$ cat src/rtl/vape_pkg.sv
// ============================================================================
// Module   : vape_pkg
// Brief    : Shared types and defaults for the ER execution sequencer.
// Revision : 1.0 - initial release
// ============================================================================
`default_nettype none

package vape_pkg;

    localparam int c_ADDR_W = 16;
    localparam int c_CNT_W  = 8;

    typedef enum logic [1:0] {
        ST_IDLE  = 2'd0,
        ST_RUN   = 2'd1,
        ST_DONE  = 2'd2,
        ST_ABORT = 2'd3
    } er_state_t;

endpackage

`default_nettype wire

$ cat src/rtl/er_att_if.sv
// ============================================================================
// Module   : er_att_if
// Brief    : 4-phase attestation handshake with exec/run-count snapshots.
// Revision : 1.0 - initial release
// ============================================================================
`default_nettype none

module er_att_if
    import vape_pkg::*;
#(
    parameter int CNT_W = c_CNT_W
) (
    input  logic             clk,
    input  logic             reset,
    input  logic             att_req,
    input  logic             exec_live,
    input  logic [CNT_W-1:0] cnt_live,
    output logic             att_ack,
    output logic             att_exec,
    output logic [CNT_W-1:0] att_cnt
);

    logic             r_ack;
    logic             r_exec;
    logic [CNT_W-1:0] r_cnt;

    // Snapshots are only loaded on acceptance, so they stay frozen for the
    // whole time the acknowledge is high.
    always_ff @(posedge clk or posedge reset) begin
        if (reset) begin
            r_ack  <= 1'b0;
            r_exec <= 1'b0;
            r_cnt  <= '0;
        end else if (!r_ack && att_req) begin
            r_ack  <= 1'b1;
            r_exec <= exec_live;
            r_cnt  <= cnt_live;
        end else if (r_ack && !att_req) begin
            r_ack  <= 1'b0;
        end
    end

    assign att_ack  = r_ack;
    assign att_exec = r_exec;
    assign att_cnt  = r_cnt;

endmodule

`default_nettype wire

$ cat src/rtl/er_exec_sequencer.sv
// ============================================================================
// Module   : er_exec_sequencer
// Brief    : Registered proof-of-execution FSM for the executable region.
//            Build option VAPE_DMA_ABORT_EN: DMA inside ER aborts the run.
// Revision : 1.0 - initial release
// ============================================================================
`default_nettype none

module er_exec_sequencer
    import vape_pkg::*;
#(
    parameter int ADDR_W = c_ADDR_W,
    parameter int CNT_W  = c_CNT_W
) (
    input  logic              clk,
    input  logic              reset,
    input  logic [ADDR_W-1:0] pc,
    input  logic              irq,
    input  logic              dma_en,
    input  logic              viol,
    input  logic [ADDR_W-1:0] ER_min,
    input  logic [ADDR_W-1:0] ER_max,
    input  logic              cfg_wr,
    input  logic              att_req,
    output logic              att_ack,
    output logic              att_exec,
    output logic [CNT_W-1:0]  att_cnt,
    output logic              exec,
    output logic [1:0]        state_o
);

    er_state_t         r_state;
    logic              r_exec;
    logic [CNT_W-1:0]  r_cnt;
    logic [ADDR_W-1:0] r_pc_prev;

    logic w_in_er;
    logic w_fault;
    logic w_at_entry;
    logic w_legal_exit;
    logic w_cnt_full;

    assign w_in_er = (pc >= ER_min) && (pc <= ER_max);

`ifdef VAPE_DMA_ABORT_EN
    assign w_fault = (w_in_er && (irq || dma_en)) || viol;
`else
    logic w_unused_dma;
    assign w_unused_dma = dma_en;
    assign w_fault      = (w_in_er && irq) || viol;
`endif

    assign w_at_entry   = (pc == ER_min);
    assign w_legal_exit = !w_in_er && (r_pc_prev == ER_max);
    assign w_cnt_full   = (r_cnt == {CNT_W{1'b1}});

    // exec is loaded alongside the state so it is high exactly in DONE.
    always_ff @(posedge clk or posedge reset) begin
        if (reset) begin
            r_state   <= ST_IDLE;
            r_exec    <= 1'b0;
            r_cnt     <= '0;
            r_pc_prev <= '0;
        end else begin
            r_pc_prev <= pc;
            if (cfg_wr) begin
                r_state <= ST_IDLE;
                r_exec  <= 1'b0;
                r_cnt   <= '0;
            end else begin
                case (r_state)
                    ST_IDLE, ST_ABORT: begin
                        if (w_at_entry && !w_fault) begin
                            r_state <= ST_RUN;
                            r_exec  <= 1'b0;
                        end
                    end
                    ST_RUN: begin
                        if (w_fault) begin
                            r_state <= ST_ABORT;
                            r_exec  <= 1'b0;
                        end else if (w_legal_exit) begin
                            r_state <= ST_DONE;
                            r_exec  <= 1'b1;
                            if (!w_cnt_full) begin
                                r_cnt <= r_cnt + {{(CNT_W-1){1'b0}}, 1'b1};
                            end
                        end else if (!w_in_er) begin
                            r_state <= ST_ABORT;
                            r_exec  <= 1'b0;
                        end
                    end
                    ST_DONE: begin
                        if (viol) begin
                            r_state <= ST_ABORT;
                            r_exec  <= 1'b0;
                        end else if (w_at_entry && !w_fault) begin
                            r_state <= ST_RUN;
                            r_exec  <= 1'b0;
                        end else if (w_in_er) begin
                            // Mid-region entry, or a fault landing on the entry point.
                            r_state <= ST_ABORT;
                            r_exec  <= 1'b0;
                        end
                    end
                    default: begin
                        r_state <= ST_IDLE;
                        r_exec  <= 1'b0;
                    end
                endcase
            end
        end
    end

    assign exec    = r_exec;
    assign state_o = r_state;

    er_att_if #(
        .CNT_W (CNT_W)
    ) u_att_if (
        .clk       (clk),
        .reset     (reset),
        .att_req   (att_req),
        .exec_live (r_exec),
        .cnt_live  (r_cnt),
        .att_ack   (att_ack),
        .att_exec  (att_exec),
        .att_cnt   (att_cnt)
    );

endmodule

`default_nettype wire

$ cat config.mk
export PLATFORM = sky130hd
export DESIGN_NAME = er_exec_sequencer
export DESIGN_NICKNAME = d
export VERILOG_FILES = /design/src/rtl/vape_pkg.sv /design/src/rtl/er_att_if.sv /design/src/rtl/er_exec_sequencer.sv
export SDC_FILE = /design/constraint.sdc
export NUM_CORES = 1
export LEC_CHECK = 0
export ABC_AREA = 1
export BUFFER_PORTS_ARGS = -buffer_cell sky130_fd_sc_hd__buf_2
export CORE_ASPECT_RATIO = 0.75
export CORE_MARGIN = 2
export CORE_UTILIZATION = 46
export CTS_CLUSTER_SIZE = 16
export DETAILED_ROUTE_END_ITERATION = 6
export PLACE_DENSITY = 0.76
export SETUP_SLACK_MARGIN = 0.2
export SYNTH_ARGS = -nofsm -noshare
export SYNTH_HDL_FRONTEND = slang
export SYNTH_SLANG_ARGS = --single-unit
$ cat constraint.sdc
create_clock -name clk -period 1.7 [get_ports clk]
set_input_delay 0.255 -clock clk [delete_from_list [all_inputs] [get_ports clk]]
set_output_delay 0.255 -clock clk [all_outputs]
set_load 0.1 [all_outputs]
# After elaboration in Yosys (flattened, before gate mapping)
# Cells that the tools add are included.
# Widths: inputs -> output; s select.
[totals] register_bits=37 in_bits=55 out_inout_bits=13 wordCells=64
[classes] addsub=1 magnitude_cmp=2 n_eq_ne=11 muxes=25 n_reduce_logical=18
[op_table] cell="$mux 8" n=5
[op_table] cell="$eq 16x16->1" n=2
[op_table] cell="$ge 16x16->1" n=1
[op_table] cell="$le 16x16->1" n=1
[op_table] cell="$mux 2" n=8
[op_table] cell="$mux 1" n=10
[op_table] cell="$ne 5x5->1 const B" n=2
[op_table] cell="$add 8x1->8 const B" n=1
[op_table] cell="$eq 8x8->1 const B" n=1
[op_table] cell="$logic_and 1x1->1" n=6
[op_table] cell="$pmux 2 s3" n=1
[op_table] cell="$reduce_bool 2->1" n=3
[op_table] cell="$eq 2x2->1 const B" n=2
[op_table] cell="$logic_not 1->1" n=4
[op_table] cell="$ne 2x2->1 const B" n=2
[op_table] cell="$reduce_and 4->1" n=1
[op_table] cell="$ne 3x3->1 const B" n=1
[op_table] cell="$pmux 1 s3" n=1
[op_table] cell="$reduce_and 3->1" n=1
[op_table] cell="$eq 2x1->1 const B" n=1
[op_table] cell="$logic_not 2->1" n=1
[op_table] cell="$reduce_or 2->1" n=1
[op_table] cell="$logic_or 1x1->1" n=1

# Longest topological paths before layout
[logic_depth] ltp_word=10 depth_mapped=19 mapped_depth_nobuf=19

# Modules after synthesis
# From an unflattened synthesis, not the netlist that was laid out.
[hier_totals] cells_unflattened=352 area_unflattened_um2=2726.4
[modules_own_cells] mod="er_exec_sequencer" instances=1 cells_each=306 area_per_inst_um2=2324.7 seq_area_each_um2=675.6
[modules_own_cells] mod="er_att_if" instances=1 cells_each=46 area_per_inst_um2=401.6 seq_area_each_um2=250.2

# Worst setup path before layout
# Ideal clock, no wire load.
[synth_path] path_type="register to register" startpoint="register r_state[1] (netlist: state_o[1])" endpoint="register r_cnt[5]" setup_ns=0.121 arrival_ns=1.842 t_required_ns=1.579 setup_slack_ns=-0.263 path_stages_with_launch=7 n_path_buf=1 synth_period_minus_slack_ns=1.963 cell_sequence="dfrtp_1 -> inv_1 -> ha_1 -> a21oi_1 -> nand3b_4 -> buf_8 -> o21ai_1"
[synth_via] elab_chain_len=3
[synth_rtl] element="start, declared" line_no="er_exec_sequencer.sv:32" rtl="er_state_t r_state;"
[synth_rtl] element="start signal, assigned" line_no="er_exec_sequencer.sv:60" rtl="r_state <= ST_IDLE;"
[synth_rtl] element="start signal, assigned" line_no="er_exec_sequencer.sv:67" rtl="r_state <= ST_IDLE;"
[synth_rtl] element="start signal, assigned" line_no="er_exec_sequencer.sv:74" rtl="r_state <= ST_RUN;"
[synth_rtl] element="$eq 2x1->1" line_no="er_exec_sequencer.sv:71" rtl="case (r_state)"
[synth_rtl] element="$reduce_bool 2->1 (no source line)"
[synth_rtl] element="$reduce_and 4->1 (no source line)"
[synth_rtl] element="end signal, assigned" line_no="er_exec_sequencer.sv:86" rtl="r_cnt <= r_cnt + {{(CNT_W-1){1'b0}}, 1'b1};"
[synth_rtl] element="end, declared" line_no="er_exec_sequencer.sv:34" rtl="logic [CNT_W-1:0] r_cnt;"
# No other way between the ends.
# A chain may end at the register's enable or synchronous reset.

# Worst setup path after layout
[layout_path] startpoint="input pc[1]" endpoint="register r_cnt[2]"
[layout_via] elab_chain_len=6 elab_cells_between_ends=10 cone_classes="order compare: 2; eq/ne: 1; reduce/logical: 7"
[layout_rtl] element="start, declared" line_no="er_exec_sequencer.sv:17" rtl="input logic [ADDR_W-1:0] pc,"
[layout_rtl] element="$ge 16x16->1 or $le 16x16->1 (tied branches)" line_no="er_exec_sequencer.sv:43" rtl="assign w_in_er = (pc >= ER_min) && (pc <= ER_max);"
[layout_rtl] element="$logic_and 1x1->1 *" line_no="er_exec_sequencer.sv:43"
[layout_rtl] element="$logic_and 1x1->1 or $logic_not 1->1 (tied branches)"
[layout_rtl] element="$logic_or 1x1->1 or $logic_and 1x1->1 (tied branches)" line_no="er_exec_sequencer.sv:50, er_exec_sequencer.sv:54"
[layout_rtl] element="$ne 2x2->1 (no source line) or $reduce_bool 2->1 (tied branches)"
[layout_rtl] element="$reduce_and 4->1 (no source line) *"
# Mark *: on every way between the ends. The rest lies on a longest branch, timed or not.

==> metrics <==
outcome=finished clean; initial core utilization=0.487; HPWL Detailed=4.85 mm; count of pins over their slew limit=0; vias in the first global route=2,419; RD Place Congestion=0.786; synthesized area=0.00265 mm²; mean post-synth cell area=7.90 µm²; via count=2,459; Inserted Diodes=0; Synth top area share=0.350; Max VDD drop=0.393 mV; Syn Nets=426; WL/cell=13.2 µm; most common cell after layout, fill and taps aside=nand2_1; initial antenna violation count=0; #FFs+latches synth=37; commonest non-fill, non-tap cells in the layout=79 x nand2_1, 54 x buf_2, 36 x inv_1; worst endpoint required time=1.89 ns; RSZ-0062 raised after global routing=true; Tot GR Track Use=0.219; CTS tree=yes; root buf cell=clkbuf_8; worst-case clock skew=0.00646 ns; Pwr Density=796 mW/mm²; worst rel slew slack=0.675; CTS Sinks=37; Setup CP Type=primary input to flip-flop; Max Fclk=590 MHz; Critical Path AT=1.88 ns; Die Y=69.7 µm; ranking of synthesized cells by area=dfrtp_1 35%, ha_1 17%, nand2_1 13%; Distinct cells, synth=31; Yosys top cell by area=dfrtp_1; Worst path slowest cell=ha_1; final core occ=0.709; die width=91.6 µm; CP peak stage delay=0.30 ns; share of layout cells above drive strength 1=0.429; # nets final=524; post-synthesis sequential area ratio=0.350; Yosys warning count=0; critical path, cell by cell=buf_2 -> ha_1 -> a21oi_1 -> o21ai_1 -> buf_4 -> a21oi_2 -> nand2_2 -> nand2_4 -> nand2_2 -> nand2_4 -> nand3b_4 -> nand2_1 -> o21ai_1; Final setup viols=0; die area=0.00638 mm²; Leak=1.99 nW; first-pass GRT wire length=11.2 mm; TritonCTS Buffers=5; Area Overhead vs Synth=45.7%; Min-Delay Path Class=primary input to asynchronous set/reset pin; CP endpoint kind=flip-flop; worst slew pin tran=0.490 ns; Final min period=1.70 ns; I/O pins=68; antenna viol nets, final=0; placed cell areas=0.00343 mm²; pin count of the biggest net entering global routing=38; drt total wl=6.71 mm; Max-cap violations=0; clk_lat worst skew=0.29 ns; highest fanout seen on the critical path=7; Clk pin slew, worst setup/hold paths=0.08 ns; FF-to-FF setup slack=0.07 ns; 1st-pass router iterations=4; core area=0.00544 mm²; PortBufs=66; CTS HTree Levels=2; FP Rows=23; critical path launch point type=primary input; Mapped Cells=335; DRC viols=0; Max clock buf depth=2; Final Hold Fails=0; gr ovfl total=0; design area=0.00386 mm²; vias per cell=4.83; initial drt markers=152; final worst-path cycle share=0.997
[path summary, 6_finish.rpt]
kind / start / to / cells past startpoint
hold reg to reg: u_att_if.att_cnt[7]$_DFFE_PP0P_ / u_att_if.att_cnt[7]$_DFFE_PP0P_ / 2
setup reg to reg: r_pc_prev[0]$_DFF_PP0_ / r_cnt[2]$_DFFE_PP0P_ / 10
hold / removal: reset / u_att_if.att_cnt[3]$_DFFE_PP0P_ / 3
setup / recovery: pc[1] / r_cnt[2]$_DFFE_PP0P_ / 13
min in group clk: pc[12] / r_pc_prev[12]$_DFF_PP0_ / 1
max in group asynchronous: reset / state_o[1]$_DFFE_PP0P_ / 3
[per-layer routing]
layer | vias to the layer above | global-route usage | share of wire
met5 | - | 0 | 0
met4 | 0 | 0.0488 | 0.0070
met3 | 6 | 0.0489 | 0.051
met2 | 64 | 0.359 | 0.47
met1 | 1129 | 0.295 | 0.47
li1 | 1260 | - | -
[cell usage after synthesis (all sizes together)]
library cell  instances
a21oi                14
buf                   2
o21a                  1
nand3b                3
clkbuf                2
inv                  53
nor4                  1
a21o                  1
dfrtp                37
xor2                  8
xnor2                 8
nor2                 21
or2                   4
nor3                  4
o21ai                13
nand3                16
nand2               104
nand4                 7
ha                   36
[final cells by class]
class / count / area, µm²
well taps: 75 / 93.8
clock inverters: 3 / 46.3
flip-flops and latches: 37 / 932
multi-input cells: 242 / 1860
fillers: 415 / 1580
repair buffers: 94 / 632
inverters: 53 / 226
clock buffers: 5 / 68.8
[power breakdown]
part           switching (W)  total [W]  internal (W)  leakage [nW]
logic               0.000830    0.00125      0.000423          1.47
registers          0.0000588    0.00104      0.000977         0.469
clock network       0.000342   0.000782      0.000439        0.0543
[critical path, delay by kind of cell]
family,cells,cell delay (ns)
buffers and inverters,2,0.26
adders and majority gates,1,0.30
AOI/OAI and AO/OA,4,0.41
and+or+nand+nor,6,0.65
[what timing repair did]
item	in CTS	in global routing
buffers inserted	1	0
gates cloned	1	0
resized for setup	52	12
hold buffers	0	0
pin swaps	22	4
endpoints found under the setup margin	11	11
[metrics by stage]
step / TNS (ns) / hold WS, ns / setup WS (ns) / std cells / power, W
5_1_grt: -0.532 / 0.00955 / -0.0714 / 509 / 0.00324
6_report: 0 / 0.00286 / 0.00441 / 509 / 0.00307
3_3_place_gp: -2.78 / 0.322 / -0.267 / 499 / 0.00215
3_5_place_dp: -3.51 / 0.324 / -0.345 / 499 / 0.00218
2_1_floorplan: -0.191 / 0.286 / -0.0383 / 335 / 0.00185
4_1_cts: 0 / 0.00641 / 0.0742 / 509 / 0.00305
[kinds of logic (layout without fill, tap and decap cells)]
kind of cell | after synthesis | count (layout) | synth area share
AOI/OAI and AO/OA | 29 | 29 | 0.0596
buffers and inverters | 57 | 155 | 0.0870
DFF | 37 | 37 | 0.350
and+or+nand+nor | 160 | 161 | 0.280
adders and majority gates | 36 | 36 | 0.170
xor gates and xnor gates | 16 | 16 | 0.0530
[state kept, by name, summed over array words and instances (netlist names)]
| name | cells |
|---|---|
| r_pc_prev | 16 |
| r_cnt | 8 |
| u_att_if.att_exec | 1 |
| u_att_if.att_cnt | 8 |
| u_att_if.att_ack | 1 |
| state_o | 2 |
| exec | 1 |
Note: power is estimated with default switching activity, not from simulation.
